<file path="src/rtl/id_packet_builder_if.sv">
// Decode-stage packet types and the IF/regfile/ID-EX bus bundle for id_packet_builder.
package id_packet_builder_pkg;

  localparam logic [6:0] op_lui   = 7'b0110111;
  localparam logic [6:0] op_auipc = 7'b0010111;
  localparam logic [6:0] op_jal   = 7'b1101111;
  localparam logic [6:0] op_jalr  = 7'b1100111;
  localparam logic [6:0] op_br    = 7'b1100011;
  localparam logic [6:0] op_load  = 7'b0000011;
  localparam logic [6:0] op_store = 7'b0100011;
  localparam logic [6:0] op_imm   = 7'b0010011;
  localparam logic [6:0] op_reg   = 7'b0110011;
  localparam logic [6:0] op_csr   = 7'b1110011;

  // ALU ops are encoded so that arithmetic funct3 maps straight onto them
  localparam logic [2:0] alu_add = 3'd0;
  localparam logic [2:0] alu_sll = 3'd1;
  localparam logic [2:0] alu_sra = 3'd2;
  localparam logic [2:0] alu_sub = 3'd3;
  localparam logic [2:0] alu_xor = 3'd4;
  localparam logic [2:0] alu_srl = 3'd5;
  localparam logic [2:0] alu_or  = 3'd6;
  localparam logic [2:0] alu_and = 3'd7;

  localparam logic [2:0] f3_slt  = 3'd2;
  localparam logic [2:0] f3_sltu = 3'd3;
  localparam logic [2:0] f3_add  = 3'd0;
  localparam logic [2:0] f3_sr   = 3'd5;

  localparam logic [2:0] cmp_blt  = 3'd4;
  localparam logic [2:0] cmp_bltu = 3'd6;

  localparam logic       alumux1_rs1_out = 1'b0;
  localparam logic       alumux1_pc_out  = 1'b1;

  localparam logic [2:0] alumux2_i_imm   = 3'd0;
  localparam logic [2:0] alumux2_u_imm   = 3'd1;
  localparam logic [2:0] alumux2_b_imm   = 3'd2;
  localparam logic [2:0] alumux2_s_imm   = 3'd3;
  localparam logic [2:0] alumux2_j_imm   = 3'd4;
  localparam logic [2:0] alumux2_rs2_out = 3'd5;

  localparam logic       cmpmux_rs2_out = 1'b0;
  localparam logic       cmpmux_i_imm   = 1'b1;

  localparam logic [3:0] rfmux_alu_out  = 4'd0;
  localparam logic [3:0] rfmux_br_en    = 4'd1;
  localparam logic [3:0] rfmux_u_imm    = 4'd2;
  localparam logic [3:0] rfmux_lw       = 4'd3;
  localparam logic [3:0] rfmux_pc_plus4 = 4'd4;
  localparam logic [3:0] rfmux_lb       = 4'd5;
  localparam logic [3:0] rfmux_lbu      = 4'd6;
  localparam logic [3:0] rfmux_lh       = 4'd7;
  localparam logic [3:0] rfmux_lhu      = 4'd8;

  typedef struct packed {
    logic [31:0] pc;
    logic [31:0] instruction;
    logic [31:0] rs1_out;
    logic [31:0] rs2_out;
    logic [31:0] alu_out;
    logic        br_en;
    logic [31:0] mdrreg_out;
    logic [3:0]  rmask;
    logic [3:0]  wmask;
  } rv32i_data_t;

  typedef struct packed {
    logic [2:0]  funct3;
    logic [6:0]  funct7;
    logic [6:0]  opcode;
    logic [31:0] i_imm;
    logic [31:0] s_imm;
    logic [31:0] b_imm;
    logic [31:0] u_imm;
    logic [31:0] j_imm;
    logic [4:0]  rs1;
    logic [4:0]  rs2;
    logic [4:0]  rd;
  } rv32i_inst_t;

  typedef struct packed {
    logic       ex;
    logic       mem;
    logic       wb;
    logic [2:0] aluop;
    logic       alumux1_sel;
    logic [2:0] alumux2_sel;
    logic [2:0] cmpop;
    logic       cmpmux_sel;
    logic [3:0] regfilemux_sel;
    logic       load_regfile;
    logic       data_mem_read;
    logic       data_mem_write;
    logic [1:0] alumux1_fw;
    logic [1:0] alumux2_fw;
  } rv32i_ctrl_t;

  typedef struct packed {
    rv32i_data_t data;
    rv32i_inst_t inst;
    rv32i_ctrl_t ctrl;
  } rv32i_packet_t;

endpackage

interface id_packet_builder_if;
  import id_packet_builder_pkg::*;

  logic          flush;
  logic          in_valid;
  logic          in_ready;
  logic [31:0]   in_pc;
  logic [31:0]   in_instruction;
  logic [4:0]    rf_rs1_addr;
  logic [4:0]    rf_rs2_addr;
  logic [31:0]   rf_rs1_data;
  logic [31:0]   rf_rs2_data;
  logic          out_valid;
  logic          out_ready;
  rv32i_packet_t out_packet;

  // environment side: IF stage, register file and ID/EX register
  modport master (
    output flush, in_valid, in_pc, in_instruction, rf_rs1_data, rf_rs2_data, out_ready,
    input  in_ready, rf_rs1_addr, rf_rs2_addr, out_valid, out_packet
  );

  // packet builder side
  modport slave (
    input  flush, in_valid, in_pc, in_instruction, rf_rs1_data, rf_rs2_data, out_ready,
    output in_ready, rf_rs1_addr, rf_rs2_addr, out_valid, out_packet
  );

endinterface

</file>
<file path="src/rtl/id_packet_builder.sv">
// Decode-stage packet writer: decodes the fetched instruction, captures regfile
// operands and holds the result in a 2-entry (head + skid) elastic buffer.
module id_packet_builder
  import id_packet_builder_pkg::*;
(
  input logic              clk,
  input logic              rst,
  id_packet_builder_if.slave bus
);

  rv32i_packet_t head;
  rv32i_packet_t skid;
  rv32i_packet_t new_packet;
  logic [1:0]    count;
  logic          push;
  logic          pop;
  logic [31:0]   ins;

  assign ins             = bus.in_instruction;
  assign bus.rf_rs1_addr = ins[19:15];
  assign bus.rf_rs2_addr = ins[24:20];

  // ready depends only on registered occupancy, never on out_ready
  assign bus.in_ready   = (count != 2'd2);
  assign bus.out_valid  = (count != 2'd0);
  assign bus.out_packet = head;

  assign push = bus.in_valid && bus.in_ready && !bus.flush;
  assign pop  = bus.out_valid && bus.out_ready && !bus.flush;

  // decode the incoming instruction into a full packet
  always_comb begin
    new_packet = '0;

    new_packet.data.pc          = bus.in_pc;
    new_packet.data.instruction = ins;
    new_packet.data.rs1_out     = bus.rf_rs1_data;
    new_packet.data.rs2_out     = bus.rf_rs2_data;

    new_packet.inst.funct3 = ins[14:12];
    new_packet.inst.funct7 = ins[31:25];
    new_packet.inst.opcode = ins[6:0];
    new_packet.inst.rs1    = ins[19:15];
    new_packet.inst.rs2    = ins[24:20];
    new_packet.inst.rd     = ins[11:7];
    new_packet.inst.i_imm  = {{21{ins[31]}}, ins[30:20]};
    new_packet.inst.s_imm  = {{21{ins[31]}}, ins[30:25], ins[11:7]};
    new_packet.inst.b_imm  = {{20{ins[31]}}, ins[7], ins[30:25], ins[11:8], 1'b0};
    new_packet.inst.u_imm  = {ins[31:12], 12'h000};
    new_packet.inst.j_imm  = {{12{ins[31]}}, ins[19:12], ins[20], ins[30:21], 1'b0};

    case (ins[6:0])
      op_lui: begin
        new_packet.ctrl.wb             = 1'b1;
        new_packet.ctrl.regfilemux_sel = rfmux_u_imm;
      end
      op_auipc: begin
        new_packet.ctrl.ex             = 1'b1;
        new_packet.ctrl.wb             = 1'b1;
        new_packet.ctrl.aluop          = alu_add;
        new_packet.ctrl.alumux1_sel    = alumux1_pc_out;
        new_packet.ctrl.alumux2_sel    = alumux2_u_imm;
        new_packet.ctrl.regfilemux_sel = rfmux_alu_out;
      end
      op_jal: begin
        new_packet.ctrl.ex             = 1'b1;
        new_packet.ctrl.wb             = 1'b1;
        new_packet.ctrl.aluop          = alu_add;
        new_packet.ctrl.alumux1_sel    = alumux1_pc_out;
        new_packet.ctrl.alumux2_sel    = alumux2_j_imm;
        new_packet.ctrl.regfilemux_sel = rfmux_pc_plus4;
      end
      op_jalr: begin
        new_packet.ctrl.ex             = 1'b1;
        new_packet.ctrl.wb             = 1'b1;
        new_packet.ctrl.aluop          = alu_add;
        new_packet.ctrl.alumux1_sel    = alumux1_rs1_out;
        new_packet.ctrl.alumux2_sel    = alumux2_i_imm;
        new_packet.ctrl.regfilemux_sel = rfmux_pc_plus4;
      end
      op_br: begin
        new_packet.ctrl.ex          = 1'b1;
        new_packet.ctrl.aluop       = alu_add;
        new_packet.ctrl.alumux1_sel = alumux1_pc_out;
        new_packet.ctrl.alumux2_sel = alumux2_b_imm;
        new_packet.ctrl.cmpop       = ins[14:12];
        new_packet.ctrl.cmpmux_sel  = cmpmux_rs2_out;
      end
      op_load: begin
        new_packet.ctrl.ex            = 1'b1;
        new_packet.ctrl.mem           = 1'b1;
        new_packet.ctrl.wb            = 1'b1;
        new_packet.ctrl.data_mem_read = 1'b1;
        new_packet.ctrl.aluop         = alu_add;
        new_packet.ctrl.alumux1_sel   = alumux1_rs1_out;
        new_packet.ctrl.alumux2_sel   = alumux2_i_imm;
        case (ins[14:12])
          3'b000:  new_packet.ctrl.regfilemux_sel = rfmux_lb;
          3'b001:  new_packet.ctrl.regfilemux_sel = rfmux_lh;
          3'b100:  new_packet.ctrl.regfilemux_sel = rfmux_lbu;
          3'b101:  new_packet.ctrl.regfilemux_sel = rfmux_lhu;
          default: new_packet.ctrl.regfilemux_sel = rfmux_lw;
        endcase
      end
      op_store: begin
        new_packet.ctrl.ex             = 1'b1;
        new_packet.ctrl.mem            = 1'b1;
        new_packet.ctrl.data_mem_write = 1'b1;
        new_packet.ctrl.aluop          = alu_add;
        new_packet.ctrl.alumux1_sel    = alumux1_rs1_out;
        new_packet.ctrl.alumux2_sel    = alumux2_s_imm;
      end
      op_imm, op_reg: begin
        new_packet.ctrl.ex             = 1'b1;
        new_packet.ctrl.wb             = 1'b1;
        new_packet.ctrl.alumux1_sel    = alumux1_rs1_out;
        new_packet.ctrl.alumux2_sel    = (ins[6:0] == op_reg) ? alumux2_rs2_out : alumux2_i_imm;
        new_packet.ctrl.aluop          = ins[14:12];
        new_packet.ctrl.regfilemux_sel = rfmux_alu_out;
        if (ins[14:12] == f3_slt || ins[14:12] == f3_sltu) begin
          new_packet.ctrl.cmpop          = (ins[14:12] == f3_slt) ? cmp_blt : cmp_bltu;
          new_packet.ctrl.cmpmux_sel     = (ins[6:0] == op_reg) ? cmpmux_rs2_out : cmpmux_i_imm;
          new_packet.ctrl.regfilemux_sel = rfmux_br_en;
        end else if (ins[14:12] == f3_sr && ins[30]) begin
          new_packet.ctrl.aluop = alu_sra;
        end else if (ins[14:12] == f3_add && ins[30] && ins[6:0] == op_reg) begin
          new_packet.ctrl.aluop = alu_sub;
        end
      end
      default: ;
    endcase

    // writes to x0 are squashed here so later stages never see them
    if (ins[11:7] == 5'd0) new_packet.ctrl.wb = 1'b0;
    new_packet.ctrl.load_regfile = new_packet.ctrl.wb;
  end

  // head/skid buffer; a push with simultaneous pop can only occur at count 1
  always_ff @(posedge clk or negedge rst) begin
    if (!rst) begin
      count <= 2'd0;
      head  <= '0;
      skid  <= '0;
    end else if (bus.flush) begin
      count <= 2'd0;
    end else begin
      case ({push, pop})
        2'b10: begin
          if (count == 2'd0) head <= new_packet;
          else               skid <= new_packet;
          count <= count + 2'd1;
        end
        2'b01: begin
          head  <= skid;
          count <= count - 2'd1;
        end
        2'b11: head <= new_packet;
        default: ;
      endcase
    end
  end

endmodule

</file>
<file path="src/flat_wrapper.sv">
// flat-port wrapper written by rule: the top's interface ports become plain ports
module id_packet_builder_flat import id_packet_builder_pkg::*;
  (clk, rst, bus_flush, bus_in_valid, bus_in_pc, bus_in_instruction, bus_rf_rs1_data, bus_rf_rs2_data, bus_out_ready, bus_in_ready, bus_rf_rs1_addr, bus_rf_rs2_addr, bus_out_valid, bus_out_packet);
  id_packet_builder_if bus_i ();
  input logic clk;
  input logic rst;
  input wire logic [$bits(bus_i.flush)-1:0] bus_flush;
  input wire logic [$bits(bus_i.in_valid)-1:0] bus_in_valid;
  input wire logic [$bits(bus_i.in_pc)-1:0] bus_in_pc;
  input wire logic [$bits(bus_i.in_instruction)-1:0] bus_in_instruction;
  input wire logic [$bits(bus_i.rf_rs1_data)-1:0] bus_rf_rs1_data;
  input wire logic [$bits(bus_i.rf_rs2_data)-1:0] bus_rf_rs2_data;
  input wire logic [$bits(bus_i.out_ready)-1:0] bus_out_ready;
  output wire logic [$bits(bus_i.in_ready)-1:0] bus_in_ready;
  output wire logic [$bits(bus_i.rf_rs1_addr)-1:0] bus_rf_rs1_addr;
  output wire logic [$bits(bus_i.rf_rs2_addr)-1:0] bus_rf_rs2_addr;
  output wire logic [$bits(bus_i.out_valid)-1:0] bus_out_valid;
  output wire logic [$bits(bus_i.out_packet)-1:0] bus_out_packet;
  assign bus_i.flush = bus_flush;
  assign bus_i.in_valid = bus_in_valid;
  assign bus_i.in_pc = bus_in_pc;
  assign bus_i.in_instruction = bus_in_instruction;
  assign bus_i.rf_rs1_data = bus_rf_rs1_data;
  assign bus_i.rf_rs2_data = bus_rf_rs2_data;
  assign bus_i.out_ready = bus_out_ready;
  assign bus_in_ready = bus_i.in_ready;
  assign bus_rf_rs1_addr = bus_i.rf_rs1_addr;
  assign bus_rf_rs2_addr = bus_i.rf_rs2_addr;
  assign bus_out_valid = bus_i.out_valid;
  assign bus_out_packet = bus_i.out_packet;
  id_packet_builder u_core (.clk(clk), .rst(rst), .bus(bus_i));
endmodule
</file>
<file path="config.mk">
export PLATFORM = sky130hd
export DESIGN_NAME = id_packet_builder_flat
export DESIGN_NICKNAME = d
export VERILOG_FILES = /design/src/rtl/id_packet_builder_if.sv /design/src/rtl/id_packet_builder.sv /design/src/flat_wrapper.sv
export SDC_FILE = /design/constraint.sdc
export NUM_CORES = 1
export LEC_CHECK = 0
export BUFFER_PORTS_ARGS = -buffer_cell sky130_fd_sc_hd__buf_2
export CAP_MARGIN = 20
export CORE_AREA = 2 2 219 221
export DETAILED_ROUTE_END_ITERATION = 16
export DIE_AREA = 0 0 221 223
export PLACE_DENSITY = 0.67
export SKIP_CTS_REPAIR_TIMING = 1
export SYNTH_ARGS = -nofsm -noshare
export SYNTH_HDL_FRONTEND = slang
export SYNTH_SLANG_ARGS = --single-unit
</file>
<file path="constraint.sdc">
create_clock -name clk -period 5 [get_ports clk]
set_input_delay 0.75 -clock clk [delete_from_list [all_inputs] [get_ports clk]]
set_output_delay 0.75 -clock clk [all_outputs]
set_load 0.005 [all_outputs]
</file>
==> results of run 1 <==
## metal layers
layer,vias to the layer above,routed length [um],part of all wire (%),GRT usage (%)
met2,485,20200,49,27.4
met3,88,2960,7.3,3.82
met4,2,1750,4.3,8.16
li1,5736,-,-,-
met1,5824,15900,39,18.5
met5,-,9,0.022,0
## cells in the mapped netlist (all sizes together) (3+ instances only)
| cell | instances |
|---|---|
| a211oi | 3 |
| a21o | 5 |
| a21oi | 20 |
| a22oi | 6 |
| a31oi | 130 |
| buf | 335 |
| clkbuf | 52 |
| dfrtp | 298 |
| inv | 3 |
| nand2 | 685 |
| nand2b | 6 |
| nand3 | 9 |
| nor2 | 147 |
| o211ai | 3 |
| o21a | 4 |
| o21ai | 26 |
| or4 | 3 |
## cells in the final DEF, fill, tap and decap left out, drive strengths merged, types with 3 or more instances in the layout
cell / synthesis / routed
a211oi: 3 / 3
a21o: 5 / 5
a21oi: 20 / 20
a22oi: 6 / 6
a31oi: 130 / 130
buf: 335 / 481
bufinv: 0 / 5
clkbuf: 52 / 45
clkinv: 0 / 6
conb: 1 / 91
dfrtp: 298 / 298
inv: 3 / 5
nand2: 685 / 685
nand2b: 6 / 6
nand3: 9 / 9
nor2: 147 / 147
o211ai: 3 / 3
o21a: 4 / 4
o21ai: 26 / 26
or4: 3 / 3
## sequential cells by signal, indices dropped and copies added (netlist names)
register	count
u_core.count	2
u_core.skid	148
u_core.bus.out_packet	148
## metrics by stage
| step | hold slack, ns | instance area (um^2) | utilization, % | std cells | setup slack [ns] |
|---|---|---|---|---|---|
| 6_report | 0.177 | 17100 | 36.2 | 2628 | 2.45 |
| 5_1_grt | 0.229 | 17100 | 36.2 | 2628 | 2.25 |
| 4_1_cts | 0.187 | 17100 | 36.2 | 2628 | 2.45 |
| 3_5_place_dp | 0.462 | 15900 | 33.7 | 2568 | 2.34 |
| 3_3_place_gp | 0.457 | 15900 | 33.7 | 2568 | 2.40 |
| 2_1_floorplan | 0.444 | 15100 | - | 1859 | 2.50 |
## cells by family (layout without fill, tap and decap cells)
logic type | count (synthesis) | after routing
flops | 298 | 298
compound gates | 208 | 208
mux | 1 | 1
other cells | 1 | 91
simple gates | 871 | 871
buf+inv | 390 | 544
## worst max-delay path, stage by stage (launching register included)
cell and delay (ns):
dfrtp_1 0.44, nor2_1 0.30, nand2_1 0.19, a21oi_4 0.70, buf_12 0.45, nor2_1 0.09
a31oi_1 0.17
## cell type report
class / count / area [um^2] / share of cell area [%]
clock inverter: 15 / 224 / 1.31
inverter: 3 / 11.3 / 0.0660
multi-input combinational: 1171 / 5070 / 29.7
timing repair buffer: 481 / 2550 / 15.0
sequential: 298 / 7460 / 43.7
clock buffer: 45 / 965 / 5.66
tap: 615 / 769 / 4.51
## final timing paths
check                                                         end  depth (start not counted)                         start
max in group asynchronous  u_core.bus.out_packet[413]$_DFFE_PN0P_                          2                           rst
min reg2reg                          u_core.skid[322]$_DFFE_PN0P_                          2  u_core.skid[322]$_DFFE_PN0P_
max                        u_core.bus.out_packet[342]$_DFFE_PN0P_                          6   u_core.count[0]$_DFFE_PN0P_
max reg2reg                u_core.bus.out_packet[342]$_DFFE_PN0P_                          6   u_core.count[0]$_DFFE_PN0P_
min                        u_core.bus.out_packet[303]$_DFFE_PN0P_                          1                           rst
min in group clk                     u_core.skid[317]$_DFFE_PN0P_                          3           bus_rf_rs2_data[27]
## report_power, final
| part | leakage (nW) | total (mW) | internal [mW] | switching, mW |
|---|---|---|---|---|
| Sequential | 3.60 | 3.28 | 2.91 | 0.366 |
| Clock | 0.579 | 2.67 | 1.63 | 1.05 |
| Combinational | 4.47 | 1.48 | 0.683 | 0.798 |
| Total | 8.65 | 7.43 | 5.22 | 2.21 |
==> impl_metrics.env, run 1 <==
export IMPL_gp_congestion=0.839
export IMPL_clkTransAtPathRegs_ns=0.06
export IMPL_wl_per_cell_um=15.5
export IMPL_synthMuxAreaShare_pct=0.0764
export IMPL_hold_class="in2async"
export IMPL_grt_overflow_total=0
export IMPL_finalHoldViolations=0
export IMPL_setup_worst_path_start_class="flip-flop"
export IMPL_cap_violations=0
export IMPL_seq_area_frac_synth_pct=50.6
export IMPL_avgViaCountPerCell=4.62
export IMPL_synthTopCellsByArea="dfrtp_1 51%, nand2_1 17%, buf_4 14%"
export IMPL_grt_pass1_wl_um=62700
export IMPL_drc=0
export IMPL_post_dp_hpwl_um=26300
export IMPL_synthSimpleGateAreaFrac_pct=23.1
export IMPL_htreeDepth=2
export IMPL_post_route_period_util_pct=51.0
export IMPL_fin_skew_ns=0.0159
export IMPL_synth_compound_area_share_pct=8.76
export IMPL_insertion_delay_ns=0.55
export IMPL_drtPass1Iterations=5
export IMPL_fmax_mhz=392
export IMPL_track_usage_pct=15.9
export IMPL_fp_dieW_um=221
export IMPL_io_pins=563
export IMPL_synth_edf_count=0
export IMPL_syn_to_final_growth_pct=15.7
export IMPL_mappedNetlistArea_mm2=0.0147
export IMPL_core_mm2=0.0471
export IMPL_final_nets=2123
export IMPL_antenna_found_initial=4
export IMPL_cts_sinks=298
export IMPL_critPathKind="reg2reg"
export IMPL_synthAdderAreaFrac_pct=0
export IMPL_postSynthAreaPerCell_um2=8.33
export IMPL_cp_max_fo=118
export IMPL_worst_pin_slew_ns=0.900
export IMPL_setup_viol=0
export IMPL_synthCells=1769
export IMPL_critPathCaptureType="flip-flop"
export IMPL_synth_top_cell_area_share_pct=50.6
export IMPL_p_leak_nw=8.65
export IMPL_vias=12100
export IMPL_port_buffers=471
export IMPL_synthDistinctLibCells=47
export IMPL_diodes=0
export IMPL_crit_required_ns=5.45
export IMPL_ctsLongestPathBuffers=3
export IMPL_rrSetupSlack_ns=2.45
export IMPL_dieArea_mm2=0.0493
export IMPL_detail_route_antenna_nets=0
export IMPL_start_util_pct=31.3
export IMPL_peakVddDrop_mv=0.237
export IMPL_cts_root_buf="clkbuf_16"
export IMPL_synth_largest_area_cell="dfrtp_1"
export IMPL_synth_xor_area_share_pct=0
export IMPL_status="completed"
export IMPL_synthFlopType="dfrtp_1"
export IMPL_ys_ff_latch=298
export IMPL_drt_total_wl_um=40800
export IMPL_die_h_um=223
export IMPL_tns_ns=0
export IMPL_yosys_warnings=0
export IMPL_grt_max_degree=164
export IMPL_cp_arrival_ns=3.00
export IMPL_report_final_slew_viol_count=0
export IMPL_cts_buffers_inserted=35
export IMPL_grt_pass1_vias=11300
export IMPL_powerDensity_mw_per_mm2=436
export IMPL_synth_top_family_by_area="simple AND/OR/NAND/NOR gates"
export IMPL_drt_iter0_markers=833
export IMPL_total_power_mw=7.43
export IMPL_drive_above_1_share_pct=27.0
export IMPL_synth_async_sr_flop_share_pct=100
export IMPL_cts_tree="yes"
export IMPL_slew_headroom_pct=40.0
export IMPL_row_count=80
export IMPL_min_period_ns=2.55
export IMPL_rsz0062_at_grt="no"
export IMPL_num_fill_cells=4807
No activity file was read; power rests on OpenSTA's default activity.
==> inputs of run 2 (changes only) <==
Settings changed: CORE_AREA 2 2 219 221 to 2 2 221 223, DIE_AREA 0 0 221 223 to 0 0 223 225.
Clock period 5 ns to 2.45 ns, I/O delays scaled along.
==> impl_metrics.env, run 2 (synthesis gave the netlist of run 1 again) <==
export IMPL_status="completed"
export IMPL_r2r_start="u_core.count[0]$_DFFE_PN0P_"
export IMPL_grt_overflow_total=0
export IMPL_wl_per_cell_um=15.7
export IMPL_fp_dieW_um=223
export IMPL_critPathKind="reg2reg"
export IMPL_syn_to_final_growth_pct=18.0
export IMPL_htreeDepth=2
export IMPL_whs_ns=0.0281
export IMPL_postPlaceCellArea_mm2=0.0162
export IMPL_start_util_pct=31.0
export IMPL_hold_start="bus_in_pc[19]"
export IMPL_insertion_delay_ns=0.54
export IMPL_cts_sinks=298
export IMPL_cp_slowest_stage_delay_ns=0.45
export IMPL_worst_pin_slew_ns=0.889
export IMPL_peakVddDrop_mv=0.561
export IMPL_powerDensity_mw_per_mm2=879
export IMPL_antenna_found_initial=5
export IMPL_slowest_stage="dfrtp_1"
export IMPL_drtPass1Iterations=5
export IMPL_die_h_um=225
export IMPL_cts_root_buf="clkbuf_16"
export IMPL_min_period_ns=2.12
export IMPL_row_count=80
export IMPL_tns_ns=0
export IMPL_fin_skew_ns=0.0249
export IMPL_cp_arrival_ns=2.55
export IMPL_drt_total_wl_um=41900
export IMPL_setup_viol=0
export IMPL_fmax_mhz=472
export IMPL_gp_congestion=0.840
export IMPL_drc=0
export IMPL_track_usage_pct=16.0
export IMPL_final_common_cell="nand2_1"
export IMPL_cts_tree="yes"
export IMPL_post_route_period_util_pct=86.4
export IMPL_post_dp_hpwl_um=29000
export IMPL_setup_worst_path_start_class="flip-flop"
export IMPL_critPathCaptureType="flip-flop"
export IMPL_crit_start="u_core.count[0]$_DFFE_PN0P_"
export IMPL_pre_cts_slack_ns=0.375
export IMPL_design_area_mm2=0.0174
export IMPL_cts_buffers_inserted=36
export IMPL_cp_cell_sequence="nor2_1 > nand2_1 > a21oi_4 > buf_12 > buf_12 > nor2_1 > a31oi_1"
export IMPL_grt_max_degree=91
export IMPL_port_buffers=471
export IMPL_layout_common_cells="685 x nand2_1, 470 x buf_2, 297 x dfrtp_1"
export IMPL_drive_above_1_share_pct=28.0
export IMPL_io_pins=563
export IMPL_hold_class="in2reg"
export IMPL_final_nets=2148
export IMPL_detail_route_antenna_nets=0
export IMPL_clkTransAtPathRegs_ns=0.06
export IMPL_fin_ws_ns=0.334
export IMPL_crit_required_ns=2.88
export IMPL_vias=12300
export IMPL_avgViaCountPerCell=4.63
export IMPL_cp_max_fo=75
export IMPL_dieArea_mm2=0.0502
export IMPL_rsz0062_at_grt="no"
export IMPL_cap_violations=0
export IMPL_report_final_slew_viol_count=0
export IMPL_grt_pass1_vias=11500
export IMPL_ctsLongestPathBuffers=3
export IMPL_p_leak_nw=8.83
export IMPL_drt_iter0_markers=783
export IMPL_slew_headroom_pct=40.8
export IMPL_core_mm2=0.0475
export IMPL_finalHoldViolations=0
export IMPL_grt_pass1_wl_um=63900
==> run 2: changes by cell type in the layout (fill, tap and decap cells not counted), moves of 2 or more <==
cell / delta
clkinv_2: +4
buf_4: +14
clkinv_4: +2
buf_12: +9
diode_2: +3
==> run 2: metal layers <==
layer | part of all wire, % | global-route usage [%] | vias up
li1 | - | - | 5792
met1 | 39 | 18.8 | 5919
met2 | 50 | 27.6 | 522
met3 | 7.9 | 3.72 | 76
met4 | 3.7 | 7.69 | 0
met5 | 0 | 0 | -
==> run 2: worst paths after layout <==
kind	endpoint	slack, ns	cells past startpoint
worst max register to register	u_core.bus.out_packet[371]$_DFFE_PN0P_	0.33	7
max in group asynchronous	u_core.bus.out_packet[166]$_DFFE_PN0P_	1.30	3
worst min-delay path	u_core.skid[405]$_DFFE_PN0P_	0.03	3
min in group asynchronous	u_core.skid[298]$_DFFE_PN0P_	0.42	2
worst min register to register	u_core.skid[398]$_DFFE_PN0P_	0.47	2
worst max-delay path	u_core.bus.out_packet[371]$_DFFE_PN0P_	0.33	7
==> run 2: report_power, final <==
group	internal, mW	total (mW)	switching [mW]
sequential	5.95	6.69	0.741
combinational	1.44	3.12	1.68
clock	3.33	5.47	2.14
==> run 2: critical path, delay by kind of cell, from the launching register on <==
family	cells	cell delay, ns
AOI/OAI and AO/OA	2	0.42
buffers and inverters	2	0.49
DFF	1	0.45
and+or+nand+nor	3	0.58
==> run 2: through the flow <==
step	util [%]	power [mW]	cells
6_report	36.6	15.3	2661
5_1_grt	36.6	16.2	2661
4_1_cts	36.5	15.5	2657
3_5_place_dp	34.0	9.94	2591
3_3_place_gp	34.0	9.82	2591
2_1_floorplan	-	8.98	1859
==> run 2: cell type report <==
| cell class | count | area [um^2] |
|---|---|---|
| inverter | 3 | 11.3 |
| multi-input combinational | 1171 | 5070 |
| antenna | 3 | 7.51 |
| clock inverter | 18 | 208 |
| fill | 4838 | 30200 |
| tap | 615 | 769 |
| clock buffer | 48 | 1010 |
| timing repair buffer | 505 | 2850 |
| sequential | 298 | 7460 |
